**src/rtl/facto_core_pkg.sv**
```systemverilog
// -----------------------------------------------------------------------------
// facto_core_pkg
// Shared constants for the factorial accelerator: bus/datapath widths,
// multiply latency, register offsets and the controller state encoding.
// No ports (package).
// -----------------------------------------------------------------------------
package facto_core_pkg;

    localparam int DATA_W     = 64;   // bus data width and multiplier width
    localparam int ADDR_W     = 16;   // bus address width
    localparam int MUL_CYCLES = 64;   // one multiplier bit per cycle

    // Register offsets (s_addr[7:0])
    localparam logic [7:0] OFF_OPSTART  = 8'h00;
    localparam logic [7:0] OFF_OPCLEAR  = 8'h08;
    localparam logic [7:0] OFF_OPDONE   = 8'h10;
    localparam logic [7:0] OFF_INTREN   = 8'h18;
    localparam logic [7:0] OFF_OPERAND  = 8'h20;
    localparam logic [7:0] OFF_RESULT_H = 8'h28;
    localparam logic [7:0] OFF_RESULT_L = 8'h30;

    typedef enum logic [1:0] {
        S_IDLE = 2'd0,
        S_INIT = 2'd1,
        S_MUL  = 2'd2,
        S_DONE = 2'd3
    } state_e;

endpackage : facto_core_pkg

```
**src/rtl/facto_core_mul_shift_add.sv**
```systemverilog
// -----------------------------------------------------------------------------
// mul_shift_add
// Radix-2 shift-add multiplier: 128-bit multiplicand x 64-bit multiplier,
// product truncated to 128 bits. Bit 0 of the multiplier is consumed on the
// start edge itself, so the full product is ready after exactly MUL_CYCLES
// edges (start edge included) and o_done pulses for one cycle right after.
//
// Ports:
//   clk        in   system clock
//   reset      in   synchronous active-high reset
//   i_start    in   load operands and begin a multiply
//   i_abort    in   drop any multiply in progress
//   i_mcand    in   2*DATA_W multiplicand
//   i_mplier   in   DATA_W multiplier
//   o_product  out  2*DATA_W product (valid when o_done=1, held afterwards)
//   o_done     out  one-cycle completion pulse
// -----------------------------------------------------------------------------
module mul_shift_add
    import facto_core_pkg::*;
(
    input  logic                  clk,
    input  logic                  reset,
    input  logic                  i_start,
    input  logic                  i_abort,
    input  logic [2*DATA_W-1:0]   i_mcand,
    input  logic [DATA_W-1:0]     i_mplier,
    output logic [2*DATA_W-1:0]   o_product,
    output logic                  o_done
);

    localparam int               CNT_W    = $clog2(MUL_CYCLES) + 1;
    localparam logic [CNT_W-1:0] LAST_BIT = CNT_W'(MUL_CYCLES - 1);

    logic [2*DATA_W-1:0] r_acc;
    logic [2*DATA_W-1:0] r_mc;     // multiplicand, pre-shifted to current bit weight
    logic [DATA_W-1:0]   r_mp;     // remaining multiplier bits, LSB is next
    logic [CNT_W-1:0]    r_bit;    // index of the bit processed on the next edge
    logic                r_busy;
    logic                r_done;

    // NOTE: sequential state uses non-blocking assignments so every register
    // samples the pre-edge values; blocking here would chain updates within
    // one edge and break the shift/accumulate ordering.
    always_ff @(posedge clk) begin
        if (reset || i_abort) begin
            r_acc  <= '0;
            r_mc   <= '0;
            r_mp   <= '0;
            r_bit  <= '0;
            r_busy <= 1'b0;
            r_done <= 1'b0;
        end else if (i_start) begin
            r_acc  <= i_mplier[0] ? i_mcand : '0;
            r_mc   <= i_mcand << 1;
            r_mp   <= i_mplier >> 1;
            r_bit  <= CNT_W'(1);
            r_busy <= 1'b1;
            r_done <= 1'b0;
        end else if (r_busy) begin
            if (r_mp[0]) begin
                r_acc <= r_acc + r_mc;
            end
            r_mc   <= r_mc << 1;
            r_mp   <= r_mp >> 1;
            r_bit  <= r_bit + CNT_W'(1);
            r_busy <= (r_bit != LAST_BIT);
            r_done <= (r_bit == LAST_BIT);
        end else begin
            r_done <= 1'b0;
        end
    end

    assign o_product = r_acc;
    assign o_done    = r_done;

endmodule : mul_shift_add

```
**src/rtl/facto_core.sv**
```systemverilog
// -----------------------------------------------------------------------------
// facto_core
// Memory-mapped factorial accelerator (bus slave). Software writes N to
// operand and sets opstart; the core computes N! (mod 2^128) with one
// shift-add multiply per factor, then reports opdone and optionally raises
// an interrupt. Read data is registered: valid one cycle after the access.
//
// Ports:
//   clk        in   system clock
//   reset      in   synchronous active-high reset
//   s_sel      in   slave select
//   s_wr       in   1=write, 0=read
//   s_addr     in   byte address, offset = s_addr[7:0]
//   s_din      in   write data
//   s_dout     out  registered read data (0 when no read)
//   interrupt  out  opdone[0] & intrEn[0]
// -----------------------------------------------------------------------------
module facto_core
    import facto_core_pkg::*;
#(
    parameter int DATA_W = facto_core_pkg::DATA_W,
    parameter int ADDR_W = facto_core_pkg::ADDR_W
) (
    input  logic              clk,
    input  logic              reset,
    input  logic              s_sel,
    input  logic              s_wr,
    input  logic [ADDR_W-1:0] s_addr,
    input  logic [DATA_W-1:0] s_din,
    output logic [DATA_W-1:0] s_dout,
    output logic              interrupt
);

    localparam logic [2*DATA_W-1:0] RESULT_ONE = {{(2*DATA_W-1){1'b0}}, 1'b1};
    localparam logic [DATA_W-1:0]   ONE        = {{(DATA_W-1){1'b0}}, 1'b1};

    // ---------------- registers ----------------
    state_e              r_state;
    logic                r_opstart;
    logic                r_intr_en;
    logic [DATA_W-1:0]   r_operand;
    logic [DATA_W-1:0]   r_cnt;
    logic [2*DATA_W-1:0] r_result;

    // ---------------- bus decode ----------------
    logic [7:0] w_off;
    logic       w_wr;
    logic       w_rd;
    logic       w_start_req;
    logic       w_clear;
    logic       w_unused;

    assign w_off       = s_addr[7:0];
    assign w_wr        = s_sel &  s_wr;
    assign w_rd        = s_sel & ~s_wr;
    assign w_start_req = w_wr && (w_off == OFF_OPSTART) && s_din[0];
    assign w_clear     = w_wr && (w_off == OFF_OPCLEAR) && s_din[0];
    assign w_unused    = ^s_addr[ADDR_W-1:8];

    // ---------------- multiplier ----------------
    state_e              w_next;
    logic                w_busy;
    logic                w_done;
    logic                w_mul_start;
    logic                w_mul_done;
    logic [2*DATA_W-1:0] w_mcand;
    logic [DATA_W-1:0]   w_mplier;
    logic [2*DATA_W-1:0] w_product;
    logic [DATA_W-1:0]   w_cnt_dec;
    logic                w_last_factor;

    assign w_cnt_dec     = r_cnt - ONE;
    assign w_last_factor = (w_cnt_dec == ONE);

    mul_shift_add u_mul (
        .clk       (clk),
        .reset     (reset),
        .i_start   (w_mul_start),
        .i_abort   (w_clear),
        .i_mcand   (w_mcand),
        .i_mplier  (w_mplier),
        .o_product (w_product),
        .o_done    (w_mul_done)
    );

    // ---------------- FSM: state register ----------------
    always_ff @(posedge clk) begin
        if (reset) begin
            r_state <= S_IDLE;
        end else begin
            r_state <= w_next;
        end
    end

    // ---------------- FSM: next state ----------------
    // NOTE: every signal assigned in always_comb gets a default first, so no
    // path through the block can leave it unassigned and infer a latch.
    always_comb begin
        w_next = r_state;
        if (w_clear) begin
            w_next = S_IDLE;            // clear wins over any other event
        end else begin
            case (r_state)
                S_IDLE:  if (w_start_req) w_next = S_INIT;
                S_INIT:  w_next = (r_operand <= ONE) ? S_DONE : S_MUL;
                S_MUL:   if (w_mul_done) w_next = w_last_factor ? S_DONE : S_MUL;
                S_DONE:  w_next = S_DONE;
                default: w_next = S_IDLE;
            endcase
        end
    end

    // ---------------- FSM: outputs ----------------
    // The next multiply is launched on the same edge the previous one is
    // consumed, fed combinationally with the fresh product and cnt-1, so
    // each factor costs exactly MUL_CYCLES edges.
    always_comb begin
        w_busy      = 1'b0;
        w_done      = 1'b0;
        w_mul_start = 1'b0;
        w_mcand     = w_product;
        w_mplier    = w_cnt_dec;
        case (r_state)
            S_INIT: begin
                w_busy      = 1'b1;
                w_mcand     = RESULT_ONE;
                w_mplier    = r_operand;
                w_mul_start = !w_clear && (r_operand > ONE);
            end
            S_MUL: begin
                w_busy      = 1'b1;
                w_mul_start = !w_clear && w_mul_done && !w_last_factor;
            end
            S_DONE:  w_done = 1'b1;
            default: ;
        endcase
    end

    // ---------------- read mux ----------------
    logic [DATA_W-1:0] w_rdata;

    always_comb begin
        w_rdata = '0;
        case (w_off)
            OFF_OPSTART:  w_rdata = {{(DATA_W-1){1'b0}}, r_opstart};
            OFF_OPDONE:   w_rdata = {{(DATA_W-2){1'b0}}, w_busy, w_done};
            OFF_INTREN:   w_rdata = {{(DATA_W-1){1'b0}}, r_intr_en};
            OFF_OPERAND:  w_rdata = r_operand;
            OFF_RESULT_H: w_rdata = r_result[2*DATA_W-1:DATA_W];
            OFF_RESULT_L: w_rdata = r_result[DATA_W-1:0];
            default:      w_rdata = '0;   // opclear and unmapped offsets
        endcase
    end

    // ---------------- datapath / register file ----------------
    always_ff @(posedge clk) begin
        if (reset) begin
            r_opstart <= 1'b0;
            r_intr_en <= 1'b0;
            r_operand <= '0;
            r_cnt     <= '0;
            r_result  <= '0;
            s_dout    <= '0;
        end else begin
            if (w_clear) begin
                r_opstart <= 1'b0;
                r_cnt     <= '0;
                r_result  <= '0;
            end else begin
                if (r_state == S_IDLE && w_start_req) begin
                    r_opstart <= 1'b1;
                end
                if (r_state == S_INIT) begin
                    r_result <= RESULT_ONE;
                    r_cnt    <= r_operand;
                end
                if (r_state == S_MUL && w_mul_done) begin
                    r_result <= w_product;
                    r_cnt    <= w_cnt_dec;
                end
            end

            // operand is frozen while a computation is using it
            if (w_wr && w_off == OFF_OPERAND && !w_busy) begin
                r_operand <= s_din;
            end
            if (w_wr && w_off == OFF_INTREN) begin
                r_intr_en <= s_din[0];
            end

            s_dout <= w_rd ? w_rdata : '0;
        end
    end

    assign interrupt = w_done & r_intr_en;

endmodule : facto_core

```
**config.mk**
```make
export PLATFORM = sky130hd
export DESIGN_NAME = facto_core
export DESIGN_NICKNAME = d
export VERILOG_FILES = /design/src/rtl/facto_core_pkg.sv /design/src/rtl/facto_core_mul_shift_add.sv /design/src/rtl/facto_core.sv
export SDC_FILE = /design/constraint.sdc
export NUM_CORES = 2
export LEC_CHECK = 0
export CAP_MARGIN = 10
export CORE_MARGIN = 5
export CORE_UTILIZATION = 56
export DETAILED_ROUTE_END_ITERATION = 6
export GPL_TIMING_DRIVEN = 0
export HOLD_SLACK_MARGIN = 0.15
export PLACE_DENSITY = 0.77
export SLEW_MARGIN = 10
export SYNTH_ARGS = -nofsm -noshare
export SYNTH_HDL_FRONTEND = slang
export SYNTH_HIERARCHICAL = 1
export SYNTH_SLANG_ARGS = --single-unit
```
**constraint.sdc**
```tcl
create_clock -name clk -period 5 [get_ports clk]
set_input_delay 0.75 -clock clk [delete_from_list [all_inputs] [get_ports clk]]
set_output_delay 0.75 -clock clk [all_outputs]
set_load 0.1 [all_outputs]
```
==> flow_metrics.tcl <==
set metrics [dict create \
    path_common_cell "or4_4" \
    firstDrtPassIters 7 \
    wl_um 160000 \
    drt_iter0_markers 6484 \
    leakagePower_nw 16.9 \
    cp_max_fo 10 \
    die_y_um 272 \
    numCtsBuffers 73 \
    crit_end "u_mul/o_product[9]" \
    yosys-top-cells-area "dfxtp_1 (34%), a21oi_1 (8.8%), nor2_1 (8.4%)" \
    clock_path_buffers 3 \
    syn2layout_area_growth_pct 14.6 \
    syn_inst 5041 \
    mostFrequentLayoutCells "nor2_1 (858), a21oi_1 (672), dfxtp_1 (649), nand2_1 (415), clkbuf_1 (285)" \
    drv_slew 0 \
    final_area_um2 44100 \
    die_w_um 272 \
    rr_endpoint "u_mul/o_product[9]" \
    core_area_um2 68300 \
    fill_cells 5995 \
    holdBufCountCts 0 \
    overflow 0 \
    r2r-start "r_cnt[2]" \
    violations "design-rule violations, negative setup slack" \
    rsz0062_at_grt "true" \
    timing.critical_path.cells "or4_4, nor4_4, nand2_1, xnor2_1, or3_1, or4_4, or4_4, o21ai_1, a21oi_1, buf_4, clkbuf_4, clkbuf_4, nor3_1, a21oi_2, a21oi_1" \
    timing_hold_violations_final 0 \
    yosys_register_bits 651 \
    layout_commonest_cell "nor2_1" \
    status "finished, violations left" \
    clk_pin_slew_ns 0.06 \
    max_slew.worst_pin.slew_ns 1.26 \
    synth-edff-count 0 \
    ant_nets 0 \
    cts.sinks 651 \
    slowest_stage "or4_4" \
    async_reset_ff_share_pct 0 \
    finalCritPeriodShare_pct 101 \
    hold_class "reg -> reg" \
    drc_errors 12 \
    yosysWarnings 6 \
    vias_per_cell 6.65 \
    powerDensity_nw_per_um2 288 \
    fin_ws_ns -0.0293 \
    synth_area_um2 38400 \
    antenna_found_initial 5 \
    syn_nets 5259 \
    ys_types 102 \
    final_layout_size_suffix_gt1_share_pct 6.55 \
    ir_drop_mv 0.297 \
    fmax_ghz 0.199 \
    yosysTopAreaCell "dfxtp_1" \
    tritoncts "done" \
    die_area_um2 74000 \
    io_pins 149 \
    rrSetupSlack_ns -0.03 \
    seq_area_frac_synth_pct 33.9 \
    nets 5488 \
    synth_flop_cell "dfxtp_1" \
    synth_top_area_share_pct 33.9 \
    fin_crit_ns 5.03 \
    cts.htree.levels 3 \
    crit_path_max_incr_delay_ns 0.64 \
    pre_cts_ws_ns -1.64 \
    avgSynthCellArea_um2 7.63 \
    grt_pass1_vias 37500 \
    required_ns 5.55 \
    worstSetupStartpointType "flip-flop" \
    clock_skew_ns 0.0383 \
    critPathArrivalTime_ns 5.58 \
    clk_latency_ns 0.64 \
    globalplace.congestion 1.10 \
    io_buffers 140 \
    whs_ns 0.494 \
    crit_type "reg -> reg" \
    maxCapViolCount 0 \
    grt_start_max_net_pins 16 \
    grt_pass1_wl_um 233000 \
    routed-via-count 41300 \
    track_usage_pct 40.6 \
    dp_hpwl_um 122000 \
    rows 96 \
    slew_headroom_pct 16.2 \
    place_area_um2 41000 \
    setup_viol 1 \
    avgRoutedWirePerCell_um 25.7 \
    fin_cells 6208 \
    initial_core_util_pct 56.3 \
    cts-root-buf "clkbuf_16" \
    worstSetupEndpointType "flip-flop" \
    placed_cells 6064 \
    critical_path.startpoint "r_cnt[2]" \
    r2r_cells 15 \
]
registers in the layout, summed over array words and instances (netlist names):
register	flops
r_operand	64
r_result	128
u_mul/r_mp	63
u_mul/r_busy	1
u_mul/r_bit	7
r_state	2
u_mul/o_product	128
r_cnt	64
u_mul/r_mc	127
s_dout	64
r_opstart	1
r_intr_en	1
u_mul/o_done	1
what timing repair did:
action | CTS | global route
gates resized for setup | 94 | 64
setup buffers | 2 | 17
cloned | 0 | 0
endpoints found under the setup margin | 327 | 327
pin swaps | 3 | 11
synthesized netlist by cell type (22+ instances only):
cell	instances
a22oi_1	64
nor2b_1	140
nor3_1	74
mux2_2	22
o21a_1	23
nor4_1	56
xnor2_1	115
and3_1	142
buf_1	35
ha_1	133
nand3_1	51
nor2_1	862
or3_1	23
a21oi_1	674
a221oi_1	28
dfxtp_1	651
xor2_1	65
nand4_1	81
a211oi_1	89
a222oi_1	73
mux2i_1	201
o21ai_0	228
a21o_1	59
clkbuf_1	329
inv_1	58
o21bai_1	44
nand2_1	418
cells by family (layout without fill, tap and decap cells):
group / count (synthesis) / count (layout) / share of synthesized area [%]
and+or+nand+nor: 1947 / 1947 / 23.3
other: 0 / 1 / 0
adders and majority gates: 134 / 134 / 4.38
xor gates and xnor gates: 180 / 180 / 4.10
muxes: 224 / 224 / 5.94
buffers and inverters: 464 / 748 / 5.00
DFF: 651 / 651 / 33.9
AOI/OAI and AO/OA: 1441 / 1441 / 23.4
report_power, final:
| part | leakage (nW) | switching [mW] | internal [mW] |
|---|---|---|---|
| logic | 10.4 | 1.21 | 0.495 |
| registers | 5.24 | 0.0267 | 5.21 |
| clock network | 1.23 | 2.36 | 3.40 |
| total | 16.9 | 3.60 | 9.10 |
how the worst min path moves through the flow:
stage | from | to | slack [ns] | depth (start not counted)
final | r_opstart | r_opstart | 0.49 | 2
after floorplan | r_opstart | r_opstart | 0.43 | 2
after detailed placement | r_opstart | r_opstart | 0.48 | 2
after CTS | r_opstart | r_opstart | 0.49 | 2
after global routing | r_opstart | r_opstart | 0.51 | 2
after global placement | r_opstart | r_opstart | 0.45 | 2
final cells by class:
type	count	area (um^2)	area share, %
inverter	58	218	0.494
tap	882	1100	2.51
buffer	399	1820	4.14
timing repair buffer	161	1570	3.56
multi-input combinational	3926	23800	53.9
clock buffer	96	2070	4.69
sequential	651	13000	29.6
clock inverter	34	474	1.08
antenna	1	2.50	0.00568
per-layer routing:
metal | global-route usage [%] | routed length (um)
met1 | 52.4 | 59700
met2 | 60.3 | 65200
met3 | 12.4 | 22700
met4 | 23.6 | 12200
met5 | 0 | 30
through the flow:
| step | TNS (ns) | power, mW | util (%) |
|---|---|---|---|
| after floorplan | 0 | 6.29 | - |
| after global placement | -464.45 | 6.90 | 59.9 |
| after detailed placement | -287.46 | 6.91 | 59.9 |
| after CTS | -0.0412 | 12.6 | 64.0 |
| after global routing | -0.0766 | 13.0 | 64.5 |
| final | -0.0293 | 12.7 | 64.5 |
worst max-delay path: cells and delay by family, from the launching register on:
kind	cells	cell delay [ns]
compound gates	4	0.55
xor+xnor	1	0.22
buf+inv	3	0.81
flops	1	0.42
simple gates	7	2.95
(Power assumes the default switching activity.)
